### src/rtl/hc595_pkg.sv
// hc595_pkg: shared types and default parameters for the 74HC595 serial driver.
//   state_t      : frame sequencer states (LOAD -> SHIFT -> GAP -> LOAD)
//   DEF_DATA_W   : default bits per frame
//   DEF_CLK_DIV  : default clk cycles per shcp period (even, >= 2)
//   DEF_GAP_CYC  : default idle cycles after the last bit of a frame (>= 1)
package hc595_pkg;

  typedef enum logic [1:0] {
    LOAD  = 2'd0,
    SHIFT = 2'd1,
    GAP   = 2'd2
  } state_t;

  localparam int DEF_DATA_W  = 16;
  localparam int DEF_CLK_DIV = 4;
  localparam int DEF_GAP_CYC = 16;

endpackage

### src/rtl/hc595_if.sv
// hc595_if: bundle between the core logic and the shift-register pin driver.
//   din  : parallel word to transmit (core -> driver)
//   shcp : shift clock to the HC595 SH_CP pin (driver -> board)
//   ds   : serial data to the HC595 DS pin (driver -> board)
// Modports:
//   master : core side, drives din and may observe the pin outputs
//   slave  : driver side, takes din and drives shcp/ds
interface hc595_if
  import hc595_pkg::*;
#(
  parameter int DATA_W = DEF_DATA_W
);

  logic [DATA_W-1:0] din;
  logic              shcp;
  logic              ds;

  modport master (output din, input shcp, input ds);
  modport slave  (input din, output shcp, output ds);

endinterface

### src/rtl/hc595_tick.sv
// hc595_tick: phase counter for one shcp period.
//   clk        : system clock
//   srst       : synchronous active-high reset
//   en         : count while high; phase is held at 0 while low
//   bit_start  : strobe at phase 0 (new bit is presented on ds)
//   shcp_rise  : strobe at phase CLK_DIV/2 (mid-bit shcp rising edge)
//   phase_last : strobe at phase CLK_DIV-1 (bit period ends on this edge)
module hc595_tick #(
  parameter int CLK_DIV = 4
) (
  input  logic clk,
  input  logic srst,
  input  logic en,
  output logic bit_start,
  output logic shcp_rise,
  output logic phase_last
);

  localparam int PH_W = (CLK_DIV > 2) ? $clog2(CLK_DIV) : 1;

  logic [PH_W-1:0] phase_reg;
  logic [PH_W-1:0] phase_next;

  always_comb begin
    phase_next = phase_reg;
    if (!en) begin
      phase_next = '0;
    end else if (phase_reg == PH_W'(CLK_DIV - 1)) begin
      phase_next = '0;
    end else begin
      phase_next = phase_reg + 1'b1;
    end
  end

  always_ff @(posedge clk) begin
    if (srst) begin
      phase_reg <= '0;
    end else begin
      phase_reg <= phase_next;
    end
  end

  assign bit_start  = en && (phase_reg == '0);
  assign shcp_rise  = en && (phase_reg == PH_W'(CLK_DIV / 2));
  assign phase_last = en && (phase_reg == PH_W'(CLK_DIV - 1));

endmodule

### src/rtl/hc595.sv
// hc595: serial driver for a 74HC595-style shift-register chain.
// Captures din once per frame and shifts it out MSB-first on ds with shift
// clock shcp, then idles for GAP_CYC cycles. Frame = 1 + DATA_W*CLK_DIV + GAP_CYC.
//   clk   : system clock, rising edge
//   rst_n : synchronous reset, ACTIVE-HIGH despite its name
//   bus   : hc595_if slave modport (din in; shcp, ds out, both registered)
module hc595
  import hc595_pkg::*;
#(
  parameter int DATA_W  = DEF_DATA_W,
  parameter int CLK_DIV = DEF_CLK_DIV,
  parameter int GAP_CYC = DEF_GAP_CYC
) (
  input logic    clk,
  input logic    rst_n,
  hc595_if.slave bus
);

  localparam int BIT_W = (DATA_W > 2) ? $clog2(DATA_W) : 1;
  localparam int GAP_W = (GAP_CYC > 2) ? $clog2(GAP_CYC) : 1;

  state_t            state_reg;
  state_t            state_next;
  logic [DATA_W-1:0] shreg_reg;
  logic [BIT_W-1:0]  bit_cnt_reg;
  logic [GAP_W-1:0]  gap_cnt_reg;
  logic              shcp_reg;
  logic              ds_reg;

  logic bit_start;
  logic shcp_rise;
  logic phase_last;

  hc595_tick #(
    .CLK_DIV (CLK_DIV)
  ) u_tick (
    .clk        (clk),
    .srst       (rst_n),
    .en         (state_reg == SHIFT),
    .bit_start  (bit_start),
    .shcp_rise  (shcp_rise),
    .phase_last (phase_last)
  );

  // State register
  always_ff @(posedge clk) begin
    if (rst_n) begin
      state_reg <= LOAD;
    end else begin
      state_reg <= state_next;
    end
  end

  // Next-state logic
  always_comb begin
    state_next = state_reg;
    case (state_reg)
      LOAD:  state_next = SHIFT;
      SHIFT: begin
        // Leave on the final phase of the last bit so shcp is still high
        // for its full half period before GAP pulls it low.
        if (phase_last && (bit_cnt_reg == BIT_W'(DATA_W - 1))) begin
          state_next = GAP;
        end
      end
      GAP: begin
        if (gap_cnt_reg == GAP_W'(GAP_CYC - 1)) begin
          state_next = LOAD;
        end
      end
      default: state_next = LOAD;
    endcase
  end

  // Datapath: shift register, counters and pin registers
  always_ff @(posedge clk) begin
    if (rst_n) begin
      shreg_reg   <= '0;
      bit_cnt_reg <= '0;
      gap_cnt_reg <= '0;
      shcp_reg    <= 1'b0;
      ds_reg      <= 1'b0;
    end else begin
      case (state_reg)
        LOAD: begin
          shreg_reg   <= bus.din;
          bit_cnt_reg <= '0;
          gap_cnt_reg <= '0;
          shcp_reg    <= 1'b0;
          ds_reg      <= 1'b0;
        end
        SHIFT: begin
          if (bit_start) begin
            ds_reg    <= shreg_reg[DATA_W-1];
            shreg_reg <= {shreg_reg[DATA_W-2:0], 1'b0};
            shcp_reg  <= 1'b0;
          end
          if (shcp_rise) begin
            shcp_reg <= 1'b1;
          end
          if (phase_last) begin
            bit_cnt_reg <= bit_cnt_reg + 1'b1;
          end
        end
        GAP: begin
          shcp_reg    <= 1'b0;
          ds_reg      <= 1'b0;
          gap_cnt_reg <= gap_cnt_reg + 1'b1;
        end
        default: begin
          shcp_reg <= 1'b0;
          ds_reg   <= 1'b0;
        end
      endcase
    end
  end

  assign bus.shcp = shcp_reg;
  assign bus.ds   = ds_reg;

endmodule

### src/flat_wrapper.sv
// flat-port wrapper written by rule: the top's interface ports become plain ports
module hc595_flat import hc595_pkg::*;
#(
  parameter int DATA_W  = DEF_DATA_W,
  parameter int CLK_DIV = DEF_CLK_DIV,
  parameter int GAP_CYC = DEF_GAP_CYC
)
  (clk, rst_n, bus_din, bus_shcp, bus_ds);
  hc595_if #(.DATA_W(DATA_W)) bus_i ();
  input logic clk;
  input logic rst_n;
  input wire logic [$bits(bus_i.din)-1:0] bus_din;
  output wire logic [$bits(bus_i.shcp)-1:0] bus_shcp;
  output wire logic [$bits(bus_i.ds)-1:0] bus_ds;
  assign bus_i.din = bus_din;
  assign bus_shcp = bus_i.shcp;
  assign bus_ds = bus_i.ds;
  hc595 #(.DATA_W(DATA_W), .CLK_DIV(CLK_DIV), .GAP_CYC(GAP_CYC)) u_core (.clk(clk), .rst_n(rst_n), .bus(bus_i));
endmodule
### config.mk
export PLATFORM = sky130hd
export DESIGN_NAME = hc595_flat
export DESIGN_NICKNAME = d
export VERILOG_FILES = /design/src/rtl/hc595_pkg.sv /design/src/rtl/hc595_if.sv /design/src/rtl/hc595_tick.sv /design/src/rtl/hc595.sv /design/src/flat_wrapper.sv
export SDC_FILE = /design/constraint.sdc
export NUM_CORES = 1
export LEC_CHECK = 0
export BUFFER_PORTS_ARGS = -buffer_cell sky130_fd_sc_hd__buf_4
export CAP_MARGIN = 20
export CORE_MARGIN = 4
export CORE_UTILIZATION = 52
export DETAILED_ROUTE_END_ITERATION = 12
export HOLD_SLACK_MARGIN = 0.02
export PLACE_DENSITY = 0.83
export SYNTH_ARGS = -nofsm -noshare
export SYNTH_HDL_FRONTEND = slang
export SYNTH_SLANG_ARGS = --single-unit
### constraint.sdc
create_clock -name clk -period 2.1 [get_ports clk]
set_input_delay 0.315 -clock clk [delete_from_list [all_inputs] [get_ports clk]]
set_output_delay 0.315 -clock clk [all_outputs]
set_load 0.02 [all_outputs]
# After elaboration in Yosys (flattened, before gate mapping)
# Index checks and enable logic that the tools add are counted.
# word_totals
reg_bits,30
wordCells,45
# classes
eq_ne,10
n_bitwise,1
reduce_logical,14
n_addsub,3
mux,10
# ops
op,n
$pmux 16 s2,1
$mux 16,1
$pmux 4 s2,2
$add 4x1->4 const B,2
$eq 4x4->1 const B,2
$ne 2x1->1 const B,4
$eq 2x2->1 const B,3
$pmux 2 s3,1
$reduce_and 2->1,3
$reduce_bool 2->1,3
$logic_and 1x1->1,4
$logic_not 2->1,2
$mux 2,2
$mux 4,1
$reduce_or 3->1,1
$add 2x1->2 const B,1
$eq 2x1->1 const B,1
$mux 1,2
$reduce_or 2->1,1
$not 1->1,1

# Logic depth before layout (Yosys ltp)
# Gate-level depths: netlist (run 1).
# depth
word_depth,5
mapped_depth,7
mapped_depth_nobuf,5

# Modules after synthesis
# From an unflattened synthesis (run 1), not the netlist that was laid out.
# hier_totals
cells_unflattened,170
hier_area_um2,1526.5
# modules_own_cells
mod,cells_each,area_per_inst_um2,instances
hc595,158,1395.1,1
hc595_tick,12,131.4,1

# Least setup slack after synthesis (run 1)
# OpenSTA, ideal clock, no wires.
# synth_timing
path_kind,reg2reg
start,reg u_core.u_tick.phase_reg[0]
end,reg u_core.shreg_reg[10]
n_path_buf,2
slack_ns,0.733
arrival_ns,1.276
setup_ns,0.091
required_time_ns,2.009
path_stages_with_launch,8
path_cell_list,dfxtp_1 > inv_1 > ha_1 > nand2b_1 > clkbuf_2 > buf_2 > a21oi_1 > a311oi_1
# synth_via
elab_chain_cells,4
# synth_lines
item,line,text
start: declaration,hc595_tick.sv:21,logic [PH_W-1:0] phase_reg;
start signal: assignment,hc595_tick.sv:39,phase_reg <= phase_next;
$logic_not 2->1,hc595_tick.sv:43,assign bit_start = en && (phase_reg == '0);
$logic_and 1x1->1,hc595_tick.sv:43,
$ne 2x1->1 (no source line),--,
$reduce_and 2->1 (no source line),--,
end signal: assignment,hc595.sv:86,shreg_reg <= bus.din;
end signal: assignment,hc595.sv:95,"shreg_reg <= {shreg_reg[DATA_W-2:0], 1'b0};"
end: declaration,hc595.sv:24,logic [DATA_W-1:0] shreg_reg;
# Every way passes these cells.
# A chain may end at the register's enable or synchronous reset.

# Worst setup path in the final report (run 1)
# layout_timing
start,reg u_core.state_reg[1]
end,reg u_core.gap_cnt_reg[3]
# layout_via
elab_chain_cells,2
word_cells_on_any_way,4
cone_classes,eq/ne: 1; mux: 1; reduce/logical: 2
# layout_lines
item,line,text
start: declaration,hc595.sv:22,state_t state_reg;
start signal: assignment,hc595.sv:50,state_reg <= state_next;
$eq 2x2->1 / $logic_not 2->1 (equally long branches),hc595.sv:84,case (state_reg)
$pmux 4 s2 / $reduce_bool 2->1 (equally long branches),--,
end signal: assignment,hc595.sv:108,gap_cnt_reg <= gap_cnt_reg + 1'b1;
end: declaration,hc595.sv:26,logic [GAP_W-1:0] gap_cnt_reg;
# Several ways; a longest one is shown, not always the timed one.

==> flow_metrics.env, run 1 <==
export IMPL_outcome="finished clean"
export IMPL_syn_nets=190
export IMPL_end_kind="flop"
export IMPL_slew_viol_final=0
export IMPL_drt_pass1_iter_count=4
export IMPL_fmax_mhz=557
export IMPL_arrival_ns=2.05
export IMPL_worstPathRequired_ns=2.36
export IMPL_path_buf_inv=1
export IMPL_grt_max_degree=31
export IMPL_grtUsageTotal_pct=17.5
export IMPL_nets=205
export IMPL_gp_congestion=0.756
export IMPL_synth_warnings=0
export IMPL_core_area_um2=2500
export IMPL_largest_reg_flops=16
export IMPL_totalNegativeSetupSlack_ns=0
export IMPL_clk_pin_slew_worst_paths_ns=0.09
export IMPL_drc=0
export IMPL_slew_limit_headroom_pct=55.8
export IMPL_dieArea_um2=3510
export IMPL_rsz0062_at_grt="no"
export IMPL_finalCritPeriodShare_pct=85.5
export IMPL_ys_flop_type="dfxtp_1"
export IMPL_clockBufferDepth=2
export IMPL_cts_resized=0
export IMPL_num_rows=18
export IMPL_clock_skew_ns=0.00711
export IMPL_fin_crit_ns=1.80
export IMPL_cp_start_kind="flop"
export IMPL_overflow=0
export IMPL_die_w_um=59.3
export IMPL_cp_max_fo=18
export IMPL_netlist_top_cells_area="dfxtp_1, nand2_1, a311oi_1"
export IMPL_netlist_area_um2=1370
export IMPL_vias=1282
export IMPL_wl_per_cell_um=13.8
export IMPL_setup_viol=0
export IMPL_netlist_cell_type_count=27
export IMPL_clock_sinks=30
export IMPL_portBuffers=19
export IMPL_finalHoldViolCount=0
export IMPL_slowest_stage="dfxtp_1"
export IMPL_syn_to_final_growth_pct=13.2
export IMPL_drt_wl_total_um=2930
export IMPL_insertion_delay_ns=0.33
export IMPL_antenna_found_initial=0
export IMPL_synth_edf_count=0
export IMPL_crit_path_cell_trace="inv_2, or4_1, a31oi_1"
export IMPL_numCtsBuffers=5
export IMPL_cts_root_buf="clkbuf_4"
export IMPL_max_stage_delay_ns=0.69
export IMPL_die_h_um=59.3
export IMPL_maxCapViolations=0
export IMPL_first_iter_violations=109
export IMPL_synthCells=167
export IMPL_post_cts_buffers=0
export IMPL_p_per_area_nw_per_um2=675
export IMPL_synth_top_area_cell="dfxtp_1"
export IMPL_avgSynthCellArea_um2=8.18
export IMPL_cts_tree="yes"
export IMPL_postRouteAntennaNets=0
export IMPL_p_leak_nw=0.598
export IMPL_critPathKind="flop to flop"
export IMPL_post_route_util_pct=61.9
export IMPL_synth_top_area_share_pct=44.0
export IMPL_holdBufCountCts=0
export IMPL_first_global_vias=1083
export IMPL_yosysSeqAreaShare_pct=44.0
export IMPL_cts_htree_levels=2
export IMPL_drive_above_1_share_pct=17.0
export IMPL_hp_class="input pin to flop"
export IMPL_dp_hpwl_um=1920
export IMPL_viasPerCell=6.05
export IMPL_vdd_drop_max_mv=0.402
export IMPL_tightest_slew_ns=0.663
export IMPL_async_reset_ff_share_pct=0
export IMPL_boundaryPins=20
export IMPL_initial_core_util_pct=54.7
export IMPL_num_antenna_cells=0
export IMPL_cp_top_family="flip-flops"
export IMPL_synth_seq_cells=30
export IMPL_grt_pass1_wl_um=4770
-- layout by cell type (no fill, tap or decap), types with 3 or more instances in the layout --
cell,n
nand2_1,39
a31oi_1,4
o21ai_0,3
dfxtp_1,30
a21oi_1,24
nand3_1,6
nor2b_1,3
nor3_1,3
inv_1,3
or3_1,4
ha_1,5
buf_4,22
clkbuf_4,5
a311oi_1,15
-- worst paths after layout --
path / slack [ns] / cells past startpoint / end / from
setup / recovery: 0.30 / 3 / u_core.gap_cnt_reg[3]$_SDFFE_PP0P_ / u_core.state_reg[1]$_SDFFE_PP0P_
hold / removal: 0.23 / 3 / u_core.shreg_reg[0]$_SDFFE_PP0P_ / bus_din[0]
setup reg to reg: 0.30 / 3 / u_core.gap_cnt_reg[3]$_SDFFE_PP0P_ / u_core.state_reg[1]$_SDFFE_PP0P_
hold reg to reg: 0.47 / 1 / u_core.u_tick.phase_reg[0]$_SDFF_PP0_ / u_core.u_tick.phase_reg[0]$_SDFF_PP0_
-- synth_stat cells, drive strengths merged, types with 2 or more instances --
master / number
a31oi: 4
nor2b: 3
dfxtp: 30
o21ai: 3
nand3: 6
or3: 4
nand3b: 2
nand2b: 2
buf: 7
a21oi: 24
clkbuf: 7
a311oi: 15
ha: 5
inv: 4
nor2: 2
nor3: 3
nand2: 39
-- logic make-up after synthesis --
group | Yosys count | synth area share, %
and+or+nand+nor | 66 | 22.4
AOI/OAI and AO/OA | 47 | 22.1
muxes | 1 | 0.733
buffers and inverters | 18 | 6.23
DFF | 30 | 44.0
adders and majority gates | 5 | 4.58
-- report_power, final --
group	internal (mW)	switching, mW
Clock	0.120	0.194
Combinational	0.0551	0.0574
Sequential	0.597	0.0195
Total	0.772	0.271
-- metal layers --
layer	global-route usage, %	up-vias	share of wire, %
met5	0	-	0
met4	7.77	0	1.8
met3	4.58	9	6.8
met2	26.1	42	45
met1	23.7	602	46
li1	-	629	-
-- area by class of cell --
type                       count  area (µm²)
tap                           30        37.5
timing repair buffer          22         165
multi-input combinational    119         681
clock buffer                   5        37.5
sequential                    30         601
clock inverter                 2        10.0
inverter                       4        15.0
fill                         211         953
-- worst reg2reg max path, stage by stage (launching register included) --
cell and delay (ns):
dfxtp_1 0.69, inv_2 0.28, or4_1 0.57, a31oi_1 0.19
-- through the flow --
| stage | power (mW) | setup WS, ns | area, µm² | cells | hold slack [ns] |
|---|---|---|---|---|---|
| finish | 1.04 | 0.305 | 1550 | 212 | 0.234 |
| global route | 1.09 | 0.230 | 1550 | 212 | 0.242 |
| CTS | 1.04 | 0.162 | 1540 | 211 | 0.236 |
| detailed placement | 0.740 | 0.192 | 1490 | 204 | 0.451 |
| global placement | 0.734 | 0.252 | 1490 | 204 | 0.441 |
| floorplan | 0.701 | 0.733 | 1370 | 167 | 0.431 |
(Power assumes the default switching activity.)
==> run 2, diff against run 1 <==
ABC_AREA = 1   (was unset)
PLACE_DENSITY = 0.82   (was 0.83)
==> flow_metrics.env, run 2 <==
export IMPL_avgSynthCellArea_um2=6.53
export IMPL_final_area_um2=1640
export IMPL_antenna_found_initial=0
export IMPL_final_cells=271
export IMPL_syn_nets=244
export IMPL_p_per_area_nw_per_um2=671
export IMPL_synth_warnings=0
export IMPL_netlist_area_um2=1440
export IMPL_post_cts_buffers=0
export IMPL_cts_htree_levels=2
export IMPL_maxCapViolations=0
export IMPL_viasPerCell=4.70
export IMPL_initial_core_util_pct=56.2
export IMPL_wl_per_cell_um=9.30
export IMPL_yosysMostFrequentCell="nand2_1"
export IMPL_vdd_drop_max_mv=0.476
export IMPL_gp_congestion=0.812
export IMPL_clk_pin_slew_worst_paths_ns=0.09
export IMPL_post_route_util_pct=64.0
export IMPL_clock_power_share_pct=32.2
export IMPL_drt_pass1_iter_count=4
export IMPL_yosysSeqAreaShare_pct=41.6
export IMPL_netlist_cell_type_count=17
export IMPL_portBuffers=19
export IMPL_netSwitchingPower_mw=0.284
export IMPL_p_leak_nw=0.765
export IMPL_numCtsBuffers=5
export IMPL_fin_ws_ns=0.663
export IMPL_synth_top_area_cell="dfxtp_1"
export IMPL_arrival_ns=1.65
export IMPL_outcome="finished clean"
export IMPL_critPathKind="flop to flop"
export IMPL_ys_flop_type="dfxtp_1"
export IMPL_cp_max_fo=31
export IMPL_num_antenna_cells=0
export IMPL_die_w_um=60.7
export IMPL_finalCritPeriodShare_pct=68.4
export IMPL_num_rows=18
export IMPL_setup_viol=0
export IMPL_holdBufCountCts=0
export IMPL_largest_reg_flops=16
export IMPL_async_reset_ff_share_pct=0
export IMPL_first_global_vias=1046
export IMPL_synthTopCellsByCount="nand2_1, nor2_1, dfxtp_1"
export IMPL_fmax_mhz=696
export IMPL_finalHoldViolCount=0
export IMPL_switching_share_pct=25.7
export IMPL_core_area_um2=2570
export IMPL_rsz0062_at_grt="no"
export IMPL_postRouteAntennaNets=0
export IMPL_dieArea_um2=3680
export IMPL_dp_hpwl_um=1780
export IMPL_drc=0
export IMPL_tightest_slew_ns=0.470
export IMPL_cts_tree="yes"
export IMPL_dpl_cell_area_um2=1580
export IMPL_seqPwrFrac_pct=55.1
export IMPL_preCtsSetupSlack_ns=0.688
export IMPL_synth_top_area_share_pct=41.6
export IMPL_fin_crit_ns=1.44
export IMPL_die_h_um=60.7
export IMPL_hp_class="input pin to flop"
export IMPL_fill_cells=248
export IMPL_clockBufferDepth=2
export IMPL_syn_to_final_growth_pct=13.9
export IMPL_cp_start_kind="flop"
export IMPL_drive_above_1_share_pct=13.3
export IMPL_rrSetupSlack_ns=0.66
export IMPL_cts_root_buf="clkbuf_4"
export IMPL_worstPathRequired_ns=2.32
export IMPL_drt_wl_total_um=2520
export IMPL_totalNegativeSetupSlack_ns=0
export IMPL_layout_commonest_cell="nand2_1"
export IMPL_insertion_delay_ns=0.32
export IMPL_vias=1274
export IMPL_grt_max_degree=32
export IMPL_clock_sinks=30
export IMPL_cts_resized=0
export IMPL_dp_cells=263
export IMPL_grtUsageTotal_pct=15.5
export IMPL_netlist_top_cells_area="dfxtp_1, nand2_1, nor2_1"
export IMPL_end_kind="flop"
export IMPL_nets=263
export IMPL_overflow=0
export IMPL_p_int_mw=0.819
export IMPL_boundaryPins=20
export IMPL_grt_pass1_wl_um=4240
export IMPL_first_iter_violations=38
export IMPL_combPwrFrac_pct=12.7
export IMPL_slew_viol_final=0
export IMPL_clock_skew_ns=0.00759
export IMPL_slew_limit_headroom_pct=68.4
export IMPL_synth_edf_count=0
export IMPL_synthCells=221
export IMPL_synth_seq_cells=30
export IMPL_layout_common_cells="nand2_1, nor2_1, dfxtp_1"
-- run 2: changes by cell type after synthesis, sizes merged, moves of 4 or more --
cell,change
inv,+21
or3,-4
a31oi,-4
nor2,+40
o21ai,+14
a21oi,-12
clkbuf,-7
a311oi,-15
nand2,+31
-- run 2: cell families after synthesis --
logic type | after synthesis | share of synthesized area [%]
AND/OR/NAND/NOR | 121 | 32.5
buffers and inverters | 35 | 10.6
flip-flops | 30 | 41.6
AO/OA/AOI/OAI | 29 | 10.3
adder cells (fa/ha/maj) | 5 | 4.34
XOR/XNOR | 1 | 0.607
-- run 2: worst paths after layout --
path                                          from  cells after the start                                to
max          u_core.u_tick.phase_reg[0]$_SDFF_PP0_                      7  u_core.shreg_reg[6]$_SDFFE_PP0P_
max reg2reg  u_core.u_tick.phase_reg[0]$_SDFF_PP0_                      7  u_core.shreg_reg[6]$_SDFFE_PP0P_
min reg2reg       u_core.shreg_reg[0]$_SDFFE_PP0P_                      2  u_core.shreg_reg[0]$_SDFFE_PP0P_
min                                          rst_n                      2  u_core.shreg_reg[0]$_SDFFE_PP0P_
-- run 2: routing by layer --
| metal | up-vias | wire length, µm | track usage, % |
|---|---|---|---|
| li1 | 712 | - | - |
| met4 | 0 | 67 | 8.36 |
| met2 | 17 | 1130 | 22.1 |
| met5 | - | 0 | 0 |
| met1 | 538 | 1220 | 21.1 |
| met3 | 7 | 104 | 4.47 |
-- run 2: through the flow --
step / total power [mW] / hold slack (ns)
2_1_floorplan: 0.722 / 0.428
3_3_place_gp: 0.759 / 0.439
3_5_place_dp: 0.762 / 0.454
4_1_cts: 1.11 / 0.220
5_1_grt: 1.16 / 0.228
6_report: 1.10 / 0.231
-- run 2: power by group through the flow --
stage               clock network, mW  logic [mW]  registers, mW
finish                          0.355       0.140          0.608
CTS                             0.366       0.141          0.608
global placement                    0       0.138          0.620
floorplan                           0       0.104          0.618
detailed placement                  0       0.140          0.622
global route                    0.389       0.163          0.611
-- run 2: final cells by class --
cell class                 instances  area, µm²  area share, %
clock buffer                       7       55.1           3.35
inverter                          26       97.6           5.94
timing repair buffer              21        158           9.60
multi-input combinational        156        689           42.0
tap                               30       37.5           2.28
clock inverter                     1       5.00          0.305
sequential                        30        601           36.6
-- run 2: critical path, cell delays in order, from the launching register on --
cell and delay, ns:
dfxtp_1 0.36, inv_1 0.08, ha_1 0.23, o21ai_2 0.13
buf_4 0.29, nand2_1 0.08, nand2_1 0.07, nor2_1 0.08
